[src/rtl/sliding_window_if.sv]
// RAM read port and pixel stream of the sliding-window sequencer.
// master = sequencer side, slave = RAM model / pixel consumer side.
interface sliding_window_if #(
  parameter int ADDR_W = 14,
  parameter int DATA_W = 8,
  parameter int IDX_W  = 8
);
  logic [ADDR_W-1:0] ram_addr;
  logic [DATA_W-1:0] ram_q;
  logic [DATA_W-1:0] pix_data;
  logic [IDX_W-1:0]  pix_idx;
  logic              pix_valid;
  logic              pix_ready;
  logic              win_last;
  logic              frame_last;

  modport master (
    output ram_addr,
    input  ram_q,
    output pix_data, pix_idx, pix_valid, win_last, frame_last,
    input  pix_ready
  );

  modport slave (
    input  ram_addr,
    output ram_q,
    input  pix_data, pix_idx, pix_valid, win_last, frame_last,
    output pix_ready
  );
endinterface

[src/rtl/sliding_window_gen.sv]
// K x K sliding-window pixel sequencer: walks window origins over an image in RAM
// and streams each window's pixels with tags through a credit-guarded FWFT FIFO.
module sliding_window_gen #(
  parameter int IMG_W   = 100,
  parameter int IMG_H   = 121,
  parameter int K       = 15,
  parameter int STRIDE  = 1,
  parameter int ADDR_W  = 14,
  parameter int DATA_W  = 8,
  parameter int RAM_LAT = 1,
  parameter int IDX_W   = 8
) (
  input  logic                    clk,
  input  logic                    rst,
  input  logic                    start,
  output logic                    busy,
  output logic                    done,
  sliding_window_if.master        bus
);

  localparam int NX     = (IMG_W - K) / STRIDE + 1;
  localparam int NY     = (IMG_H - K) / STRIDE + 1;
  localparam int XW     = $clog2(IMG_W + 1);
  localparam int YW     = $clog2(IMG_H + 1);
  localparam int D      = RAM_LAT + 2;
  localparam int PW     = $clog2(D);
  localparam int CW     = $clog2(2 * D + 1);

  localparam logic [XW-1:0] KX_MAX  = XW'(K - 1);
  localparam logic [XW-1:0] OX_LAST = XW'((NX - 1) * STRIDE);
  localparam logic [XW-1:0] STEP_X  = XW'(STRIDE);
  localparam logic [YW-1:0] KY_MAX  = YW'(K - 1);
  localparam logic [YW-1:0] OY_LAST = YW'((NY - 1) * STRIDE);
  localparam logic [YW-1:0] STEP_Y  = YW'(STRIDE);

  typedef enum logic [1:0] {IDLE, RUN, DRAIN} state_t;

  typedef struct packed {
    logic [IDX_W-1:0] idx;
    logic             win_last;
    logic             frame_last;
  } tag_t;

  typedef struct packed {
    logic [DATA_W-1:0] data;
    tag_t              tag;
  } pix_t;

  state_t            state, state_nxt;
  logic [XW-1:0]     ox, kx;
  logic [YW-1:0]     oy, ky;
  logic [IDX_W-1:0]  idx;
  logic              last_kx, last_ky, win_end, frame_end;
  logic              start_frame, issue, push, pop;

  tag_t              tag_q [RAM_LAT];
  logic [RAM_LAT-1:0] tag_vld;
  pix_t              cap_q;
  logic              cap_vld;
  logic [CW-1:0]     inflight;

  pix_t              mem [D];
  logic [PW-1:0]     wr_ptr, rd_ptr;
  logic [CW-1:0]     count;
  pix_t              head;
  logic              done_q;

  assign last_kx     = (kx == KX_MAX);
  assign last_ky     = (ky == KY_MAX);
  assign win_end     = last_kx && last_ky;
  assign frame_end   = win_end && (ox == OX_LAST) && (oy == OY_LAST);
  assign start_frame = (state == IDLE) && start;
  assign push        = cap_vld;
  assign pop         = (count != '0) && bus.pix_ready;
  assign head        = mem[rd_ptr];

  // A pop in the same cycle frees a slot, so crediting it keeps the stream bubble-free.
  assign issue = (state == RUN) && ((count + inflight) < (CW'(D) + CW'(pop)));

  always_comb begin
    inflight = CW'(cap_vld);
    for (int i = 0; i < RAM_LAT; i++) inflight = inflight + CW'(tag_vld[i]);
  end

  // NOTE: sequential state uses non-blocking assignments so every register samples
  // pre-edge values regardless of process evaluation order.
  always_ff @(posedge clk or posedge rst) begin
    if (rst) state <= IDLE;
    else     state <= state_nxt;
  end

  // NOTE: default assignment first so no path through the block leaves a latch.
  always_comb begin
    state_nxt = state;
    case (state)
      IDLE:    if (start)                  state_nxt = RUN;
      RUN:     if (issue && frame_end)     state_nxt = DRAIN;
      DRAIN:   if (pop && head.tag.frame_last) state_nxt = IDLE;
      default:                             state_nxt = IDLE;
    endcase
  end

  always_comb begin
    busy           = (state != IDLE);
    done           = done_q;
    bus.pix_valid  = (count != '0);
    bus.pix_data   = bus.pix_valid ? head.data           : '0;
    bus.pix_idx    = bus.pix_valid ? head.tag.idx        : '0;
    bus.win_last   = bus.pix_valid && head.tag.win_last;
    bus.frame_last = bus.pix_valid && head.tag.frame_last;
  end

  always_comb begin
    bus.ram_addr = ADDR_W'((32'(oy) + 32'(ky)) * 32'(IMG_W) + 32'(ox) + 32'(kx));
  end

  // Counters freeze on the final issue so ram_addr holds the last address while idle.
  always_ff @(posedge clk or posedge rst) begin
    if (rst) begin
      ox <= '0; oy <= '0; kx <= '0; ky <= '0; idx <= '0;
    end else if (start_frame) begin
      ox <= '0; oy <= '0; kx <= '0; ky <= '0; idx <= '0;
    end else if (issue && !frame_end) begin
      idx <= win_end ? '0 : idx + IDX_W'(1);
      if (!last_kx) begin
        kx <= kx + XW'(1);
      end else begin
        kx <= '0;
        if (!last_ky) begin
          ky <= ky + YW'(1);
        end else begin
          ky <= '0;
          if (ox != OX_LAST) begin
            ox <= ox + STEP_X;
          end else begin
            ox <= '0;
            oy <= oy + STEP_Y;
          end
        end
      end
    end
  end

  always_ff @(posedge clk or posedge rst) begin
    if (rst) begin
      tag_vld <= '0;
      cap_vld <= 1'b0;
      wr_ptr  <= '0;
      rd_ptr  <= '0;
      count   <= '0;
      done_q  <= 1'b0;
    end else begin
      tag_vld[0] <= issue;
      for (int i = 1; i < RAM_LAT; i++) tag_vld[i] <= tag_vld[i-1];
      cap_vld <= tag_vld[RAM_LAT-1];
      if (push) wr_ptr <= (wr_ptr == PW'(D - 1)) ? '0 : wr_ptr + PW'(1);
      if (pop)  rd_ptr <= (rd_ptr == PW'(D - 1)) ? '0 : rd_ptr + PW'(1);
      case ({push, pop})
        2'b10:   count <= count + CW'(1);
        2'b01:   count <= count - CW'(1);
        default: count <= count;
      endcase
      done_q <= pop && head.tag.frame_last;
    end
  end

  // NOTE: payload storage has no reset; validity comes only from the reset-cleared
  // valid bits and FIFO count, so stale contents are never observed.
  always_ff @(posedge clk) begin
    tag_q[0] <= '{idx: idx, win_last: win_end, frame_last: frame_end};
    for (int i = 1; i < RAM_LAT; i++) tag_q[i] <= tag_q[i-1];
    cap_q <= '{data: bus.ram_q, tag: tag_q[RAM_LAT-1]};
    if (push) mem[wr_ptr] <= cap_q;
  end

endmodule

[src/flat_wrapper.sv]
// flat-port wrapper written by rule: the top's interface ports become plain ports
module sliding_window_gen_flat 
#(
  parameter int IMG_W   = 100,
  parameter int IMG_H   = 121,
  parameter int K       = 15,
  parameter int STRIDE  = 1,
  parameter int ADDR_W  = 14,
  parameter int DATA_W  = 8,
  parameter int RAM_LAT = 1,
  parameter int IDX_W   = 8
)
  (clk, rst, start, busy, done, bus_ram_addr, bus_ram_q, bus_pix_data, bus_pix_idx, bus_pix_valid, bus_win_last, bus_frame_last, bus_pix_ready);
  sliding_window_if #(.ADDR_W(ADDR_W), .DATA_W(DATA_W), .IDX_W(IDX_W)) bus_i ();
  input  logic clk;
  input  logic rst;
  input  logic start;
  output logic busy;
  output logic done;
  output wire logic [$bits(bus_i.ram_addr)-1:0] bus_ram_addr;
  input wire logic [$bits(bus_i.ram_q)-1:0] bus_ram_q;
  output wire logic [$bits(bus_i.pix_data)-1:0] bus_pix_data;
  output wire logic [$bits(bus_i.pix_idx)-1:0] bus_pix_idx;
  output wire logic [$bits(bus_i.pix_valid)-1:0] bus_pix_valid;
  output wire logic [$bits(bus_i.win_last)-1:0] bus_win_last;
  output wire logic [$bits(bus_i.frame_last)-1:0] bus_frame_last;
  input wire logic [$bits(bus_i.pix_ready)-1:0] bus_pix_ready;
  assign bus_ram_addr = bus_i.ram_addr;
  assign bus_i.ram_q = bus_ram_q;
  assign bus_pix_data = bus_i.pix_data;
  assign bus_pix_idx = bus_i.pix_idx;
  assign bus_pix_valid = bus_i.pix_valid;
  assign bus_win_last = bus_i.win_last;
  assign bus_frame_last = bus_i.frame_last;
  assign bus_i.pix_ready = bus_pix_ready;
  sliding_window_gen #(.IMG_W(IMG_W), .IMG_H(IMG_H), .K(K), .STRIDE(STRIDE), .ADDR_W(ADDR_W), .DATA_W(DATA_W), .RAM_LAT(RAM_LAT), .IDX_W(IDX_W)) u_core (.clk(clk), .rst(rst), .start(start), .busy(busy), .done(done), .bus(bus_i));
endmodule
[config.mk]
export PLATFORM = sky130hd
export DESIGN_NAME = sliding_window_gen_flat
export DESIGN_NICKNAME = d
export VERILOG_FILES = /design/src/rtl/sliding_window_if.sv /design/src/rtl/sliding_window_gen.sv /design/src/flat_wrapper.sv
export SDC_FILE = /design/constraint.sdc
export NUM_CORES = 1
export LEC_CHECK = 0
export CAP_MARGIN = 10
export CORE_MARGIN = 4
export CORE_UTILIZATION = 55
export DETAILED_ROUTE_END_ITERATION = 6
export PLACE_DENSITY_LB_ADDON = 0.3
export SYNTH_ARGS = -nofsm -noshare
export SYNTH_HDL_FRONTEND = slang
export SYNTH_SLANG_ARGS = --single-unit
[constraint.sdc]
create_clock -name clk -period 6.5 [get_ports clk]
set_input_delay 1.3 -clock clk [delete_from_list [all_inputs] [get_ports clk]]
set_output_delay 1.3 -clock clk [all_outputs]
set_load 0.05 [all_outputs]
==> results.cfg <==
[synthesis]
yosys_register_bits = 130
async_reset_ff_share_pct = 36.92
ys_seq_area_share_pct = 50.50
yosys.area_share.xor_xnor_pct = 4.389
syn_inst = 612
yosys.cell_types.count = 60
synth_flop_cell = edfxtp_1
synth_compound_area_share_pct = 10.38
syn_avg_cell_area_um2 = 10.95
netlist_top_cells_count = nor2_1, edfxtp_1, ha_1
synth_top_area_share_pct = 24.21
synth-adder-area-share_pct = 13.67
synth_top_family_by_area = simple AND/OR/NAND/NOR gates
synth_edf_count = 54
netlist_area_um2 = 6699
synth_simple_gate_area_share_pct = 14.12
synth_warnings = 0
synthTopCellsByArea = edfxtp_1, dfrtp_1, ha_1, dfxtp_1, nor2_1
synth_top_cell_by_area = edfxtp_1
synth_nets = 690
synthMuxAreaShare_pct = 2.988
yosysMostFrequentCell = nor2_1

[sta]
fmaxAchievable_mhz = 160.2
fin_crit_ns = 6.243
max-slew-margin-rel_pct = 19.64
finalMaxSlewViolations = 0
worst_pin_slew_ns = 1.205
clock_skew_ns = 0.007343
hold_viol = 0
tns_ns = 0
setup_slack_ns = 0.2570
setup_violations = 0
min_period_over_period_pct = 96.05

[routing]
viasPerCell = 5.700
antenna_left = 0
routedWlPerCell_um = 16.42
dr.first_iter.drc_count = 337
firstDrtPassIters = 5
vias = 4708
drc = 0
finalWirelength_mm = 13.56

[worst_setup_path]
worst_setup_path_end_kind = output port
worstSetupPathType = flip-flop to output port
critPathLaunchType = flip-flop
worstPathArrival_ns = 4.94
required_ns = 5.20
crit_fanout = 6

[global_route]
grtUsageMet1_pct = 24.19
grt_pass1_wl_mm = 22.87
grt_use_met2_pct = 35.66
grtUsageTotal_pct = 20.36
busiest_layer = met2
grt_max_degree = 49
grt_pass1_vias = 4818
globalRouteMet3Util_pct = 5.407
antenna_found_initial = 0
grt_remaining_overflow = 0

[placement]
place_area_um2 = 7281
place_inst = 792
hpwl_mm = 9.476
routabilityCongestion = 0.8282
io_buffers = 46
place_ws_ns = 0.2105

[clocking]
cts_tree = yes
cts_buffers = 17
cts_root_buffer = clkbuf_16
clock-sinks = 130
clock_latency_ns = 0.41
cts_buffer_depth = 2
cts_max_level = 4
path_clk_slew_ns = 0.05

[cells_and_area]
antenna_cells = 0
nNetsFinal = 744
finish.instance_area_um2 = 7975
drive_above_1_share_pct = 9.573
syn2layout_area_growth_pct = 19.05
fin_cells = 826

[min_path]
hold_path_class = flip-flop to flip-flop

[floorplan]
die_area_um2 = 14010
core.rowCount = 40
ios = 47
die_w_um = 118.4
die_h_um = 118.4
coreArea_um2 = 11960
start_util_pct = 56.00

[power_and_ir_drop]
powerDensity_nw_per_um2 = 523.8
ir_drop_v = 0.0003161
p_leak_nw = 3.591

[status]
status = complete, no violations

[flow_run]
max_cap_viol_count = 0
[registers in the layout, indices dropped and copies added (netlist names), 3 cells and up]
register and count:
u_core.mem 54, u_core.cap_q 18, u_core.tag_q 10, u_core.idx 8, u_core.kx 7, u_core.ky 7
u_core.ox 7, u_core.oy 7, u_core.count 3
[cell families (layout without fill, tap and decap cells)]
family / count (synthesis) / after routing
buf+inv: 63 / 130
mux: 20 / 20
compound gates: 116 / 116
fa+ha+maj: 66 / 66
simple gates: 185 / 185
xor+xnor: 32 / 32
flops: 130 / 130
[cell type report]
class / instances / area (µm²)
repair buffers: 51 / 509.2
inverters: 47 / 176.4
fillers: 899 / 3986
clock inverters: 12 / 180.2
flip-flops and latches: 130 / 3383
well taps: 147 / 183.9
multi-input cells: 419 / 3095
clock buffers: 20 / 446.7
[per-stage QoR]
| stage | power [mW] | utilization [%] | hold WS [ns] |
|---|---|---|---|
| floorplan | 2.619 | - | 0.3096 |
| global placement | 3.119 | 60.87 | 0.3103 |
| detailed placement | 3.180 | 60.87 | 0.3121 |
| CTS | 4.191 | 66.08 | 0.3244 |
| global route | 4.429 | 66.67 | 0.3253 |
| finish | 4.178 | 66.67 | 0.3224 |
[per-layer routing]
layer | wire [µm] | up-vias
met1 | 5736 | 2283
li1 | - | 2279
met3 | 661 | 27
met4 | 219 | 0
met5 | 0 | -
met2 | 6943 | 119
[critical path, cell delays in order, from the launching register on]
cell and delay (ns):
dfrtp_1 0.43, ha_1 0.25, fa_1 0.44, a21oi_2 0.20, inv_1 0.08, a21oi_2 0.19
xnor2_2 0.16, ha_1 0.28, ha_1 0.28, inv_1 0.04, fa_1 0.47, inv_1 0.04
ha_1 0.21, or3_1 0.40, o211a_1 0.26, and3_1 0.21, nand3_1 0.11, xnor3_1 0.30
buf_4 0.20
[power by group]
group	switching [mW]	internal (mW)	leakage [nW]
Clock	0.342	0.654	0.303
Sequential	0.175	1.08	1.36
Combinational	1.27	0.653	1.93
[cells in the final DEF, fill, tap and decap left out, drive strengths merged, types with 4 or more instances in the layout]
| master | count |
|---|---|
| and2 | 5 |
| xnor2 | 16 |
| nand2 | 35 |
| nor2 | 73 |
| and3 | 6 |
| or4 | 6 |
| buf | 6 |
| nor3 | 6 |
| or3 | 15 |
| mux2i | 20 |
| o21bai | 5 |
| edfxtp | 54 |
| inv | 49 |
| nand3 | 12 |
| fa | 12 |
| ha | 54 |
| dfrtp | 48 |
| o31ai | 9 |
| clkinv | 5 |
| o21ai | 29 |
| bufinv | 4 |
| clkdlybuf4s50 | 40 |
| a21oi | 53 |
| a21o | 6 |
| clkbuf | 22 |
| dfxtp | 28 |
| nand4 | 8 |
| xor2 | 15 |
[worst paths after layout]
check                                            start                           end  slack (ns)  cells after the start
setup / recovery              u_core.ky[0]$_DFFE_PP0P_              bus_ram_addr[13]        0.26                     18
hold / removal              u_core.tag_q[0][4]$_DFF_P_       u_core.cap_q[4]$_DFF_P_        0.32                      0
setup reg to reg           u_core.count[0]$_DFFE_PP0P_      u_core.ky[4]$_DFFE_PP0P_        2.92                     11
hold reg to reg             u_core.tag_q[0][4]$_DFF_P_       u_core.cap_q[4]$_DFF_P_        0.32                      0
max in group asynchronous                          rst  u_core.wr_ptr[1]$_DFFE_PP0P_        4.36                      2
min in group asynchronous                          rst     u_core.idx[4]$_DFFE_PP0P_        1.49                      2
[timing repair]
action,4_1_cts,5_1_grt
buffers inserted,0,1
gates cloned,0,0
pin swaps,0,1
setup endpoints to repair,3,6
hold buffers,0,0
gates resized for setup,3,13
Power figures use the tool's default switching activity.
